<file path="src/rtl/screen_pkg.sv">
// rtl/screen_pkg.sv - shared screen state type and pixel select helper
package screen_pkg;

  typedef enum logic [1:0] {ST_WELCOME, ST_PLAY, ST_WIN, ST_LOSE} SCREEN_STATE;

  function automatic logic [7:0] rgb_select(
    input SCREEN_STATE s,
    input logic [7:0]  rgb_main,
    input logic [7:0]  rgb_welcome,
    input logic [7:0]  rgb_win,
    input logic [7:0]  rgb_lose
  );
    case (s)
      ST_WELCOME: rgb_select = rgb_welcome;
      ST_PLAY:    rgb_select = rgb_main;
      ST_WIN:     rgb_select = rgb_win;
      default:    rgb_select = rgb_lose;
    endcase
  endfunction

endpackage

</file>
<file path="src/rtl/screen_edge_detector.sv">
// rtl/screen_edge_detector.sv - rising-edge pulse on a level input
module edge_detector #(
  parameter logic RESET_VAL = 1'b0
) (
  input  logic clk,
  input  logic rst_n,
  input  logic din,
  output logic rise
);

  logic prev_q;
  logic prev_d;

  always_comb prev_d = din;

  // RESET_VAL=1 suppresses a pulse from a level already high when reset releases
  always_ff @(posedge clk or negedge rst_n) begin
    if (!rst_n) prev_q <= RESET_VAL;
    else        prev_q <= prev_d;
  end

  assign rise = din & ~prev_q;

endmodule

</file>
<file path="src/rtl/screen_controller.sv">
// rtl/screen_controller.sv - welcome/play/win/lose flow and VGA pixel select
module screen_controller
  import screen_pkg::*;
#(
  parameter int WIN_SCORE          = 10,
  parameter int ARM_FRAMES         = 2,
  parameter int HOLD_FRAMES        = 120,
  parameter int AUTO_RETURN_FRAMES = 600
) (
  input  logic       clk,
  input  logic       resetN,
  input  logic       startOfFrame,
  input  logic       key5IsPressed,
  input  logic [3:0] life,
  input  logic [3:0] score,
  input  logic [7:0] RGB_screen_main,
  input  logic [7:0] RGB_screen_welcome,
  input  logic [7:0] RGB_screen_win,
  input  logic [7:0] RGB_screen_lose,
  output logic [7:0] RGBOut,
  output logic       start,
  output logic       gameResetN,
  output logic [1:0] gameState
);

  localparam int FC_W = $clog2(AUTO_RETURN_FRAMES + 1);
  localparam logic [FC_W-1:0] FC_ARM  = FC_W'(ARM_FRAMES);
  localparam logic [FC_W-1:0] FC_HOLD = FC_W'(HOLD_FRAMES);
  localparam logic [FC_W-1:0] FC_AUTO = FC_W'(AUTO_RETURN_FRAMES);

  SCREEN_STATE     state_q, state_d;
  logic [FC_W-1:0] frame_count_q, frame_count_d;
  logic [7:0]      rgb_q, rgb_d;
  logic            start_q, start_d;
  logic            game_reset_n_q, game_reset_n_d;
  logic            key_rise;
  logic            score_win;

  edge_detector #(.RESET_VAL(1'b1)) u_key5_edge (
    .clk   (clk),
    .rst_n (resetN),
    .din   (key5IsPressed),
    .rise  (key_rise)
  );

  assign score_win = ({28'd0, score} >= 32'(WIN_SCORE));

  always_comb begin
    state_d = state_q;
    case (state_q)
      ST_WELCOME: if (key_rise) state_d = ST_PLAY;
      ST_PLAY: begin
        if (startOfFrame && (frame_count_q >= FC_ARM)) begin
          if (life == 4'd0)   state_d = ST_LOSE;
          else if (score_win) state_d = ST_WIN;
        end
      end
      ST_WIN, ST_LOSE: begin
        if ((key_rise && (frame_count_q >= FC_HOLD)) || (frame_count_q == FC_AUTO))
          state_d = ST_WELCOME;
      end
      default: state_d = ST_WELCOME;
    endcase

    // A state change wins over a coincident frame pulse: the count restarts at 0
    if (state_d != state_q)
      frame_count_d = '0;
    else if (startOfFrame && (frame_count_q != FC_AUTO))
      frame_count_d = frame_count_q + FC_W'(1);
    else
      frame_count_d = frame_count_q;

    rgb_d          = rgb_select(state_q, RGB_screen_main, RGB_screen_welcome,
                                RGB_screen_win, RGB_screen_lose);
    start_d        = (state_d == ST_PLAY) && (state_q != ST_PLAY);
    game_reset_n_d = (state_d != ST_WELCOME);
  end

  always_ff @(posedge clk or negedge resetN) begin
    if (!resetN) begin
      state_q        <= ST_WELCOME;
      frame_count_q  <= '0;
      rgb_q          <= 8'h00;
      start_q        <= 1'b0;
      game_reset_n_q <= 1'b0;
    end else begin
      state_q        <= state_d;
      frame_count_q  <= frame_count_d;
      rgb_q          <= rgb_d;
      start_q        <= start_d;
      game_reset_n_q <= game_reset_n_d;
    end
  end

  assign RGBOut     = rgb_q;
  assign start      = start_q;
  assign gameResetN = game_reset_n_q;
  assign gameState  = state_q;

endmodule

</file>
<file path="config.mk">
export PLATFORM = sky130hd
export DESIGN_NAME = screen_controller
export DESIGN_NICKNAME = d
export VERILOG_FILES = /design/src/rtl/screen_pkg.sv /design/src/rtl/screen_edge_detector.sv /design/src/rtl/screen_controller.sv
export SDC_FILE = /design/constraint.sdc
export NUM_CORES = 1
export LEC_CHECK = 0
export BUFFER_PORTS_ARGS = -buffer_cell sky130_fd_sc_hd__buf_2
export CELL_PAD_IN_SITES_DETAIL_PLACEMENT = 1
export CELL_PAD_IN_SITES_GLOBAL_PLACEMENT = 1
export CORE_UTILIZATION = 34
export DETAILED_ROUTE_END_ITERATION = 8
export GPL_TIMING_DRIVEN = 0
export PLACE_DENSITY = 0.82
export SETUP_SLACK_MARGIN = 0.2
export SYNTH_ARGS = -nofsm -noshare
export SYNTH_HDL_FRONTEND = slang
export SYNTH_SLANG_ARGS = --single-unit
</file>
<file path="constraint.sdc">
create_clock -name clk -period 2 [get_ports clk]
set_input_delay 0.1 -clock clk [delete_from_list [all_inputs] [get_ports clk]]
set_output_delay 0.1 -clock clk [all_outputs]
set_load 0.1 [all_outputs]
</file>
# Yosys cells after proc, flatten, opt, wreduce, memory -nomap -nowiden
# Cells that the tools add are included.
# classes
n_addsub	1
magnitude_cmp	3
n_eq_ne	8
n_mux	9
n_bitwise	2
reduce_logical	10
# op_table
operator	n
one-hot mux 8 bit (3 select lines)	1
two-way mux 10 bit	2
adder 10 x 1 -> 10 bit (second input constant)	1
== test 10 bit (second input constant)	1
>= comparator 10 x 2 -> 1 bit (second input constant)	1
>= comparator 10 x 7 -> 1 bit (second input constant)	1
two-way mux 2 bit	5
!= test 10 bit (second input constant)	1
one-hot mux 2 bit (3 select lines)	1
== test 2 x 1 -> 1 bit (second input constant)	2
== test 2 bit (second input constant)	2
>= comparator 4 bit (second input constant)	1
logical AND 1 bit	4
zero test 4 bit	1
nonzero test 2 bit	2
zero test 2 bit	1
!= test 2 x 1 -> 1 bit (second input constant)	1
!= test 2 bit	1
OR reduction 2 bit	1
bitwise AND 1 bit	1
logical OR 1 bit	1
inverter 1 bit	1
# word_totals
regBits	23
input_bits	44
out_inout_bits	12
elab_cells	39

# Longest topological paths before layout
# depth
word_depth	8
ltp_mapped	7
depth_no_buf	6

# Hierarchy
# Synthesis repeated with hierarchy kept, for this count alone.
# unflattened
hier_cells	98
area_unflattened_um2	1209.9
# by_module_without_submodules
mod	n_inst	cells_per_inst	area_each_um2	seq_area_each_um2
screen_controller	1	96	1169.9	550.5
edge_detector	1	2	40.0	26.3

# Worst setup path after synthesis
# Ideal clock, no wire load.
# synth_path
kind	reg2reg
start	register state_q[0] (netlist: gameState[0])
end	register frame_count_q[0]
setup_time_ps	138
t_arrival_ps	2014
required_ps	1862
setup_slack_ps	-152
path_stages_with_launch	5
path_buffers	0
synth_period_minus_slack_ps	2152
path_cell_list	dfrtp_1 > inv_1 > or3_2 > o31ai_4 > nor3_1
# synth_between
elab_chain_cells	6
elab_cells_between_ends	14
classes_between	eq/ne (4); mux (7); reduce/logical (3)
# synth_lines
item	line_no	rtl
start: declaration	screen_controller.sv:31	SCREEN_STATE state_q, state_d;
start signal: assignment	screen_controller.sv:87	state_q <= state_d;
two-way mux 2 bit	screen_controller.sv:55	else if (score_win) state_d = ST_WIN;
two-way mux 2 bit	screen_controller.sv:54	if (life == 4'd0) state_d = ST_LOSE;
two-way mux 2 bit	screen_controller.sv:53	if (startOfFrame && (frame_count_q >= FC_ARM)) begin
one-hot mux 2 bit (3 select lines)	screen_controller.sv:50	case (state_q)
!= test 2 bit *	screen_controller.sv:66	if (state_d != state_q)
two-way mux 10 bit / nonzero test 2 bit (equally long branches)	n/a	
end signal: assignment	screen_controller.sv:88	frame_count_q <= frame_count_d;
end: declaration	screen_controller.sv:32	logic [FC_W-1:0] frame_count_q, frame_count_d;
# Mark *: on every way between the ends. The rest lies on a longest branch, timed or not.
# A chain may end at the register's enable or synchronous reset.

# Final worst setup path
# layout_path
start	register frame_count_q[2]
end	register frame_count_q[9]
# layout_between
elab_chain_cells	7
elab_cells_between_ends	16
classes_between	add/sub (1); order compare (2); eq/ne (3); mux (5); reduce/logical (5)
# layout_lines
item	line_no	rtl
>= comparator 10 x 7 -> 1 bit	screen_controller.sv:59	if ((key_rise && (frame_count_q >= FC_HOLD)) || (frame_count_q == FC_AUTO))
logical AND 1 bit	screen_controller.sv:59	
logical OR 1 bit	screen_controller.sv:59	
two-way mux 2 bit	screen_controller.sv:59	
one-hot mux 2 bit (3 select lines)	screen_controller.sv:50	
!= test 2 bit	screen_controller.sv:66	
two-way mux 10 bit / nonzero test 2 bit (equally long branches)	n/a	
# Parallel ways exist; a longest one is shown, timed or not. The select of a mux whose other input is x is not followed.

==> flow_summary.yaml <==
status:
  status: "finished clean"
pwr:
  p_comb_frac: 0.608
  p_switching_w: 0.00137
  pwr-share-clk: 0.089
  seqPwrFrac: 0.303
  switching_share: 0.554
  p_per_area_nw_per_um2: 1510
  internal_power_w: 0.00110
  leakage_nw: 0.774
  ir_worst_vdd_mv: 0.545
critical_path:
  r2r-start: "frame_count_q[2]$_DFFE_PN0P_"
  required_ns: 2.22
  crit_path_end_kind: "register"
  startpoint_type: "register"
  startpoint: "frame_count_q[2]$_DFFE_PN0P_"
  critPathKind: "reg2reg"
  reg2regPathDepth: 5
  cp_data_arrival_time_ns: 1.95
  path_max_fanout: 7
cells_and_area:
  num_antenna_cells: 0
  fill_cells: 399
  drive_gt1_frac: 0.500
  nNetsFinal: 212
  area_growth_pct: 34.1
  multi_input_area_sq_um: 632
  final-seq-area_sq_um: 582
yosys:
  syn_nets: 149
  synth_area_sq_um: 1220
  avgSynthCellArea_sq_um: 12.0
  ys_seq_area_frac: 0.472
  synth_edf_count: 0
  synth-main-ff-cell: "dfrtp_1"
  ys_warn_count: 0
  synth.most_common_cell: "dfrtp_1"
  async_flop_share: 1.00
  synth_top_area_frac: 0.451
  ys_types: 33
  synth-seq-cells: 23
  syn_inst: 102
  yosysTopAreaCell: "dfrtp_1"
  synthTopCellsByArea: "dfrtp_1 45%, mux4_2 15%, nor3_1 4.9%"
  synthTopCellsByCount: "22 x dfrtp_1, 12 x nor3_1, 8 x mux4_2"
floorplan:
  die_area_sq_um: 3840
  die_w_um: 61.9
  die_h_um: 61.9
  core.rowCount: 21
  start_util: 0.360
  ios: 56
  core_area_sq_um: 3390
placement:
  gp_congestion: 0.785
  portBuffers: 54
  hpwl_um: 2770
global_route:
  grt.overflow.total: 0
  grt_antenna_before_repair: 0
  grt_pass1_vias: 1168
  grt_max_degree: 24
  track_usage: 0.192
  grt_pass1_wl_um: 5240
drt:
  wl_per_cell_um: 16.6
  dr.first_iter.drc_count: 11
  postRouteAntennaNets: 0
  routed_wirelength_um: 3500
  drt_first_pass_iters: 4
  drc: 0
  num_vias: 1057
  via_per_inst: 5.03
timing:
  slew_violations: 0
  hold_ws_ns: 0.0806
  fin_crit_ns: 1.73
  slew_headroom: 0.621
  grt_setup_unrepaired: "no"
  fmax_mhz: 578
  setup_viol: 0
  hold_viol: 0
  setup_tns_ns: 0
  finClkSkew_ns: 0.00876
  fin_crit_sh: 0.865
  worst_slew_pin_slew_ns: 0.568
hold_path:
  min_from: "life[2]"
  hold_class: "in2reg"
  hold_depth: 3
clock_network:
  path_clk_slew_ns: 0.13
  cts.root.buffer_cell: "clkbuf_4"
  insertion_delay_ns: 0.31
  cts_tree: "built"
  htree_levels: 1
  cts.sinks: 23
  cts_buffer_depth: 2
  cts-buffers-inserted: 3
flow_run:
  maxCapViolations: 0
layer usage:
layer / share of wire / routed length [um] / up-vias / global-route usage
li1: - / - / 502 / -
met1: 0.37 / 1290 / 512 / 0.229
met2: 0.57 / 2010 / 33 / 0.344
met3: 0.022 / 78 / 10 / 0.0166
met4: 0.035 / 121 / 0 / 0.102
met5: 0 / 0 / - / 0
cells by family (layout without fill, tap and decap cells):
family                   Yosys count  in the layout  synth area share
XOR/XNOR                           8              8            0.0574
AO/OA/AOI/OAI                     11             11            0.0738
multiplexers                       9              9             0.156
buffers and inverters              8             70            0.0287
adder cells (fa/ha/maj)            3              3            0.0307
AND/OR/NAND/NOR                   40             40             0.181
flip-flops                        23             23             0.472
per-stage QoR:
stage               total power [W]  std cells  setup slack (ns)  area (sq um)   util
floorplan                   0.00193        102             0.215          1230      -
global placement            0.00217        202             0.286          1550  0.458
detailed placement          0.00223        202             0.205          1550  0.458
CTS                         0.00245        208             0.255          1600  0.472
global route                0.00262        210             0.167          1640  0.483
finish                      0.00247        210             0.270          1640  0.483
layout make-up:
| class | instances | share of cell area |
|---|---|---|
| tap | 46 | 0.0351 |
| multi-input combinational | 71 | 0.386 |
| buffer | 3 | 0.00993 |
| clock buffer | 4 | 0.0160 |
| sequential | 23 | 0.355 |
| inverter | 5 | 0.0115 |
| timing repair buffer | 58 | 0.186 |
registers in the layout (all words and copies together), names as in the netlist:
register / count
gameState: 2
start: 1
gameResetN: 1
RGBOut: 8
frame_count_q: 10
u_key5_edge.prev_q: 1
cells in the final DEF, fill, tap and decap left out, drive strengths merged, types with 2 or more instances in the layout:
| cell type | count |
|---|---|
| nor4 | 2 |
| dfrtp | 22 |
| nand2 | 7 |
| a31oi | 2 |
| a21oi | 2 |
| nand4 | 3 |
| clkbuf | 4 |
| ha | 3 |
| xnor2 | 6 |
| inv | 5 |
| nand3 | 2 |
| xor2 | 2 |
| o31ai | 2 |
| nand2b | 2 |
| buf | 59 |
| dlygate4sd3 | 2 |
| nor3 | 12 |
| mux4 | 8 |
| nor2 | 7 |
worst max-delay path, stage by stage, from the launching register on:
cell	delay [ns]
dfrtp_1	0.49
nor4_4	0.38
and3_2	0.30
o31ai_4	0.07
buf_4	0.17
nor3_1	0.22
worst paths after layout:
| check | end | slack (ns) |
|---|---|---|
| worst max register to register | frame_count_q[9]$_DFFE_PN0P_ | 0.27 |
| worst max-delay path | frame_count_q[9]$_DFFE_PN0P_ | 0.27 |
| max in group asynchronous | gameState[0]$_DFF_PN0_ | 1.32 |
| worst min register to register | gameResetN$_DFF_PN0_ | 0.65 |
| worst min-delay path | gameState[0]$_DFF_PN0_ | 0.08 |
| min in group asynchronous | frame_count_q[2]$_DFFE_PN0P_ | 0.29 |
power by group through the flow:
stage	registers [W]	logic [W]	clock network [W]
final	0.000749	0.00150	0.000219
after detailed placement	0.000753	0.00148	0
after global routing	0.000777	0.00160	0.000245
after floorplan	0.00148	0.000451	0
after global placement	0.000738	0.00143	0
after CTS	0.000743	0.00148	0.000226
timing repair:
| action | in CTS | in global routing |
|---|---|---|
| hold endpoints to repair | 23 | 0 |
| buffers inserted | 0 | 2 |
| endpoints found under the setup margin | 8 | 11 |
| resized for setup | 1 | 4 |
| pin swaps | 0 | 1 |
| hold buffers | 2 | 0 |
Note: power is estimated with default switching activity, not from simulation.
